<file path="src/rtl/debounce_bank_if.sv">
// Button-bank bundle: raw pins and counter clear in,
// debounced levels, strobes and press counters out.
interface debounce_bank_if #(
   parameter int N_CH    = 4,
   parameter int PRESS_W = 8
);
   logic [N_CH-1:0]         button;
   logic                    clr_count;
   logic [N_CH-1:0]         out;
   logic [N_CH-1:0]         press;
   logic [N_CH-1:0]         rel;
   logic [N_CH*PRESS_W-1:0] press_count;

   modport master (
      output button,
      output clr_count,
      input  out,
      input  press,
      input  rel,
      input  press_count
   );

   modport slave (
      input  button,
      input  clr_count,
      output out,
      output press,
      output rel,
      output press_count
   );
endinterface

</file>
<file path="src/rtl/debounce_bank.sv">
// Multi-channel button conditioner: 2-flop sync, stability
// qualification, press/release strobes and press counters.
module debounce_bank #(
   parameter int N_CH          = 4,
   parameter int STABLE_CYCLES = 3000000,
   parameter int CNT_W         = 22,
   parameter int PRESS_W       = 8,
   parameter int ACTIVE_LOW    = 0
) (
   input  logic         clk,
   input  logic         rst_n,
   debounce_bank_if.slave bus
);

   localparam logic [CNT_W-1:0] LAST =
      CNT_W'(STABLE_CYCLES - 1);

   logic [N_CH-1:0]    pin;
   logic [N_CH-1:0]    s1;
   logic [N_CH-1:0]    s2;
   logic [N_CH-1:0]    lvl;
   logic [N_CH-1:0]    press_q;
   logic [N_CH-1:0]    rel_q;
   logic [CNT_W-1:0]   cnt  [N_CH];
   logic [PRESS_W-1:0] pcnt [N_CH];

   assign pin = (ACTIVE_LOW != 0) ? ~bus.button : bus.button;

   always_ff @(posedge clk or negedge rst_n) begin
      if (!rst_n) begin
         s1      <= '0;
         s2      <= '0;
         lvl     <= '0;
         press_q <= '0;
         rel_q   <= '0;
         for (int i = 0; i < N_CH; i++) begin
            cnt[i]  <= '0;
            pcnt[i] <= '0;
         end
      end else begin
         s1      <= pin;
         s2      <= s1;
         press_q <= '0;
         rel_q   <= '0;
         for (int i = 0; i < N_CH; i++) begin
            // any return to the accepted level restarts qualification
            if (s2[i] == lvl[i]) begin
               cnt[i] <= '0;
            end else if (cnt[i] == LAST) begin
               lvl[i]     <= s2[i];
               cnt[i]     <= '0;
               press_q[i] <= s2[i];
               rel_q[i]   <= ~s2[i];
               if (s2[i])
                  pcnt[i] <= pcnt[i] + PRESS_W'(1);
            end else begin
               cnt[i] <= cnt[i] + CNT_W'(1);
            end
            if (bus.clr_count)
               pcnt[i] <= '0;
         end
      end
   end

   assign bus.out   = lvl;
   assign bus.press = press_q;
   assign bus.rel   = rel_q;

   for (genvar g = 0; g < N_CH; g++) begin : g_cnt
      assign bus.press_count[g*PRESS_W +: PRESS_W] = pcnt[g];
   end

endmodule

</file>
<file path="src/flat_wrapper.sv">
// flat-port wrapper written by rule: the top's interface ports become plain ports
module debounce_bank_flat 
#(
   parameter int N_CH          = 4,
   parameter int STABLE_CYCLES = 3000000,
   parameter int CNT_W         = 22,
   parameter int PRESS_W       = 8,
   parameter int ACTIVE_LOW    = 0
)
  (clk, rst_n, bus_button, bus_clr_count, bus_out, bus_press, bus_rel, bus_press_count);
  debounce_bank_if #(.N_CH(N_CH), .PRESS_W(PRESS_W)) bus_i ();
  input  logic clk;
  input  logic rst_n;
  input wire logic [$bits(bus_i.button)-1:0] bus_button;
  input wire logic [$bits(bus_i.clr_count)-1:0] bus_clr_count;
  output wire logic [$bits(bus_i.out)-1:0] bus_out;
  output wire logic [$bits(bus_i.press)-1:0] bus_press;
  output wire logic [$bits(bus_i.rel)-1:0] bus_rel;
  output wire logic [$bits(bus_i.press_count)-1:0] bus_press_count;
  assign bus_i.button = bus_button;
  assign bus_i.clr_count = bus_clr_count;
  assign bus_out = bus_i.out;
  assign bus_press = bus_i.press;
  assign bus_rel = bus_i.rel;
  assign bus_press_count = bus_i.press_count;
  debounce_bank #(.N_CH(N_CH), .STABLE_CYCLES(STABLE_CYCLES), .CNT_W(CNT_W), .PRESS_W(PRESS_W), .ACTIVE_LOW(ACTIVE_LOW)) u_core (.clk(clk), .rst_n(rst_n), .bus(bus_i));
endmodule
</file>
<file path="config.mk">
export PLATFORM = sky130hd
export DESIGN_NAME = debounce_bank_flat
export DESIGN_NICKNAME = d
export VERILOG_FILES = /design/src/rtl/debounce_bank_if.sv /design/src/rtl/debounce_bank.sv /design/src/flat_wrapper.sv
export SDC_FILE = /design/constraint.sdc
export NUM_CORES = 1
export LEC_CHECK = 0
export ABC_AREA = 1
export CAP_MARGIN = 0
export CORE_MARGIN = 4
export CORE_UTILIZATION = 45
export CTS_CLUSTER_SIZE = 20
export DETAILED_ROUTE_END_ITERATION = 12
export GPL_TIMING_DRIVEN = 0
export PLACE_DENSITY = 0.64
export SLEW_MARGIN = 20
export SYNTH_ARGS = -nofsm -noshare
export SYNTH_HDL_FRONTEND = slang
export SYNTH_SLANG_ARGS = --single-unit
</file>
<file path="constraint.sdc">
create_clock -name clk -period 3.5 [get_ports clk]
set_input_delay 0.7 -clock clk [delete_from_list [all_inputs] [get_ports clk]]
set_output_delay 0.7 -clock clk [all_outputs]
set_load 0.005 [all_outputs]
</file>
==> impl.org <==
** Timing
- For the final database, setup skew stands at just over 0.008 ns.
- Worst max-slew margin expressed relative to the limit :: 0.557
- Number of pins exceeding their max-slew limit in the final report :: 0
- Based on the critical path, the design can be clocked at up to 0.466 GHz.
- Of the available clock period, the critical path in the final layout requires 0.613.
- Final hold violations :: 0
- For the pin with the worst max-slew slack, the measured transition is 0.658 ns.
- Total of endpoints with negative setup slack in the final report :: 0
- Setup repair after global routing left no endpoint under its margin.
- Setup total negative slack on the finished layout was measured at 0 ns.
- Minimum clock period :: 2.15 ns

** Synth
- Syn Inst Count :: 1146
- Synthesis produced a netlist with a net count of around 1200.
- During synthesis, Yosys emitted a total of 0 warnings.
- Count of state elements after synthesis :: 140
- Averaged over all synthesized cells, the footprint is 7.09 um2.
- Share of synthesized area occupied by flip-flops and latches :: 0.431
- Netlist cell types :: 30
- Post-synthesis instance area :: 8120 um2

** Worst setup path
- On the critical path the largest part of the delay comes from buffers and inverters.
- Largest stage delay on the critical path :: 0.56 ns
- Worst-path maximum fanout :: 5
- WP buf/inv :: 1
- Worst Path Arrival :: around 1.5 ns
- By startpoint and endpoint, the worst setup path is classified as reg2out.
- The worst setup path is launched from a register.
- For the worst setup path, the data required time is 2.80 ns.
- Sequence of cells on the critical path :: clkdlybuf4s50_1
- STA classifies the critical path endpoint as a primary output.
- Slowest library cell on the worst path :: sky130_fd_sc_hd__clkdlybuf4s50_1

** Cells and area
- Leaving out fill and tap cells, the most frequent cells in the layout are sky130_fd_sc_hd__nand2_1 (296), sky130_fd_sc_hd__nor2_1 (268), sky130_fd_sc_hd__dfrtp_1 (140), sky130_fd_sc_hd__inv_1 (134), sky130_fd_sc_hd__nand3_1 (101).
- The number of antenna diodes in the final layout is 0.
- Leaving out fill and tap cells, the most frequent cell in the layout is sky130_fd_sc_hd__nand2_1.
- After the last flow step, the layout net total stands at 1230.
- Area growth from synthesis to layout :: 17.7%
- Final instance area :: 9560 um2
- At the end of the flow the core is filled with cells to 0.547.
- The finished layout holds 1453 standard cells, fillers aside.
- In the final layout, the share of cells above drive strength 1 is 0.0765.

** Clock tree
- Clock latency reported for the late side of the worst-skew pair :: 0.42 ns
- CTS tree :: built
- H-tree depth :: 4
- Post-CTS resize count :: 0
- CTS saw 140 sinks.
- Clock tree synthesis inserted a total of 17 buffers.
- For this design, the CTS-stage hold fixing added 0 buffers.
- After clock tree synthesis, the clock-pin slew on the worst setup and hold paths is 0.06 ns.
- The tree is rooted in a sky130_fd_sc_hd__clkbuf_16.
- Number of setup buffers added after CTS :: 0
- Deepest clock path buffer count :: 2

** Routing
- Before antenna repair, the detailed router went through 5 iterations.
- Number of violations reported at the end of detailed-routing iteration 0 :: 449
- In the final routed layout, each cell accounts on average for 12.9 um.
- The count of nets left with antenna violations once routing finished came out at 0.
- Detailed routing inserted a total of 7231 vias.
- Post-detailed-route DRC marker count :: 0
- Dividing the detail-routed via count by the number of cells gives 4.98.
- Overall routed net length :: 18800 um

** Floorplanning
- Std-Cell Core Area :: 17500 um2
- Number of core rows :: 48
- The initial utilization of the core area, before any placement, comes to 0.465.
- During I/O placement, the number of pins put on the boundary was 51.
- The die is 142 um tall.
- The floorplan step set the die width to 142 um.
- Overall die area :: ~20000 um2

** GRT
- The number of global-route vias before repair was 6687.
- Largest net degree at the start of global routing :: 76
- The first global-routing pass estimated 32400 um of wire.
- For this run, the total global-route usage over all layers was measured as 0.196.
- Overflow after GRT :: 0
- Initial antenna violation count :: 0

** Power and ir drop
- Of the total power, the share spent switching nets is 0.218.
- Clock share of power :: 0.517
- The internal power of the cells totals 0.00293 W.
- Across the VDD grid, the largest voltage drop is 385 uV.
- Of the total power, combinational logic draws 0.040.
- Power share of the sequential group :: 0.443
- Power consumption :: 0.00375 W
- In this run the static leakage power is roughly 4.3 nW.
- Psw :: slightly above 0.0008 W
- Power density over the cells :: between 300 and 400 nW/um2

** Place
- Standard cell area after detailed placement :: 8930 um2
- The wire-length estimate of the detail-placed layout is 13800 um.
- Number of I/O port buffers :: 49
- Routability congestion estimate from global placement :: 0.865
- After detailed placement, the design holds a cell count of 1421.

** Outcome
- Result of the run :: completed

** Min path
- The worst hold path belongs to the class in2async.

** Run
- Max-capacitance violation count :: 0
-- power by group through the flow --
stage                     sequential (W)  combinational, W  clock [W]
after floorplan                  0.00169         0.0000742          0
after global placement           0.00169          0.000148          0
after detailed placement         0.00169          0.000154          0
after CTS                        0.00166          0.000154    0.00198
after global routing             0.00166          0.000173    0.00206
final                            0.00166          0.000148    0.00194
-- state kept, by name (all words and copies together) (netlist names) --
| signal | cells |
|---|---|
| u_core.bus.rel | 4 |
| u_core.bus.out | 4 |
| u_core.bus.press | 4 |
| u_core.s2 | 4 |
| u_core.s1 | 4 |
| u_core.bus.press_count | 32 |
| u_core.cnt | 88 |
-- routing by layer --
layer / GRT usage / part of all wire / up-vias
met5: 0 / 0 / -
met4: 0.0465 / 0.0064 / 0
met3: 0.0477 / 0.056 / 9
met2: 0.304 / 0.45 / 161
met1: 0.279 / 0.49 / 3334
li1: - / - / 3727
-- cell usage after synthesis (all sizes together) --
master,count,share of area
nand4,19,0.018
inv,138,0.064
clkbuf,1,0.00046
clkinv,1,0.00062
dfrtp,140,0.43
nor3,41,0.026
nor3b,4,0.0037
nand3,115,0.081
ha,8,0.012
nor2,296,0.16
o21ai,26,0.016
and2,4,0.0031
xor2,23,0.025
xnor2,8,0.0086
a21oi,14,0.0086
nand2,300,0.14
buf,8,0.0054
-- path summary, 6_finish.rpt --
kind | endpoint | start | slack [ns] | depth (start not counted)
setup / recovery | bus_press_count[3] | u_core.bus.press_count[3] | 1.35 | 1
hold / removal | u_core.cnt[63] | rst_n | 0.21 | 1
setup reg to reg | u_core.cnt[14] | u_core.cnt[0] | 1.81 | 7
hold reg to reg | u_core.s2[2] | u_core.s1[2] | 0.35 | 0
max in group asynchronous | u_core.cnt[34] | rst_n | 2.57 | 2
min in group clk | u_core.s2[2] | u_core.s1[2] | 0.35 | 0
-- through the flow --
step	hold slack [ns]	worst slack [ns]
after global placement	0.332	-4.08
after CTS	0.230	1.32
after floorplan	0.331	1.94
after detailed placement	0.336	1.52
after global routing	0.248	1.30
final	0.213	1.35
-- cell families after synthesis --
| logic type | after synthesis | synth area share |
|---|---|---|
| AOI/OAI and AO/OA | 40 | 0.0247 |
| xor gates and xnor gates | 31 | 0.0334 |
| DFF | 140 | 0.431 |
| buffers and inverters | 148 | 0.0702 |
| adders and majority gates | 8 | 0.0123 |
| and+or+nand+nor | 779 | 0.428 |
-- layout make-up --
cell class	instances	area, um2
buffer	9	47.5
clock buffer	21	470
clock inverter	11	164
fill	1713	7920
inverter	139	523
multi-input combinational	858	4050
sequential	140	3500
tap	225	282
timing repair buffer	50	523
Note: power is estimated with default switching activity, not from simulation.
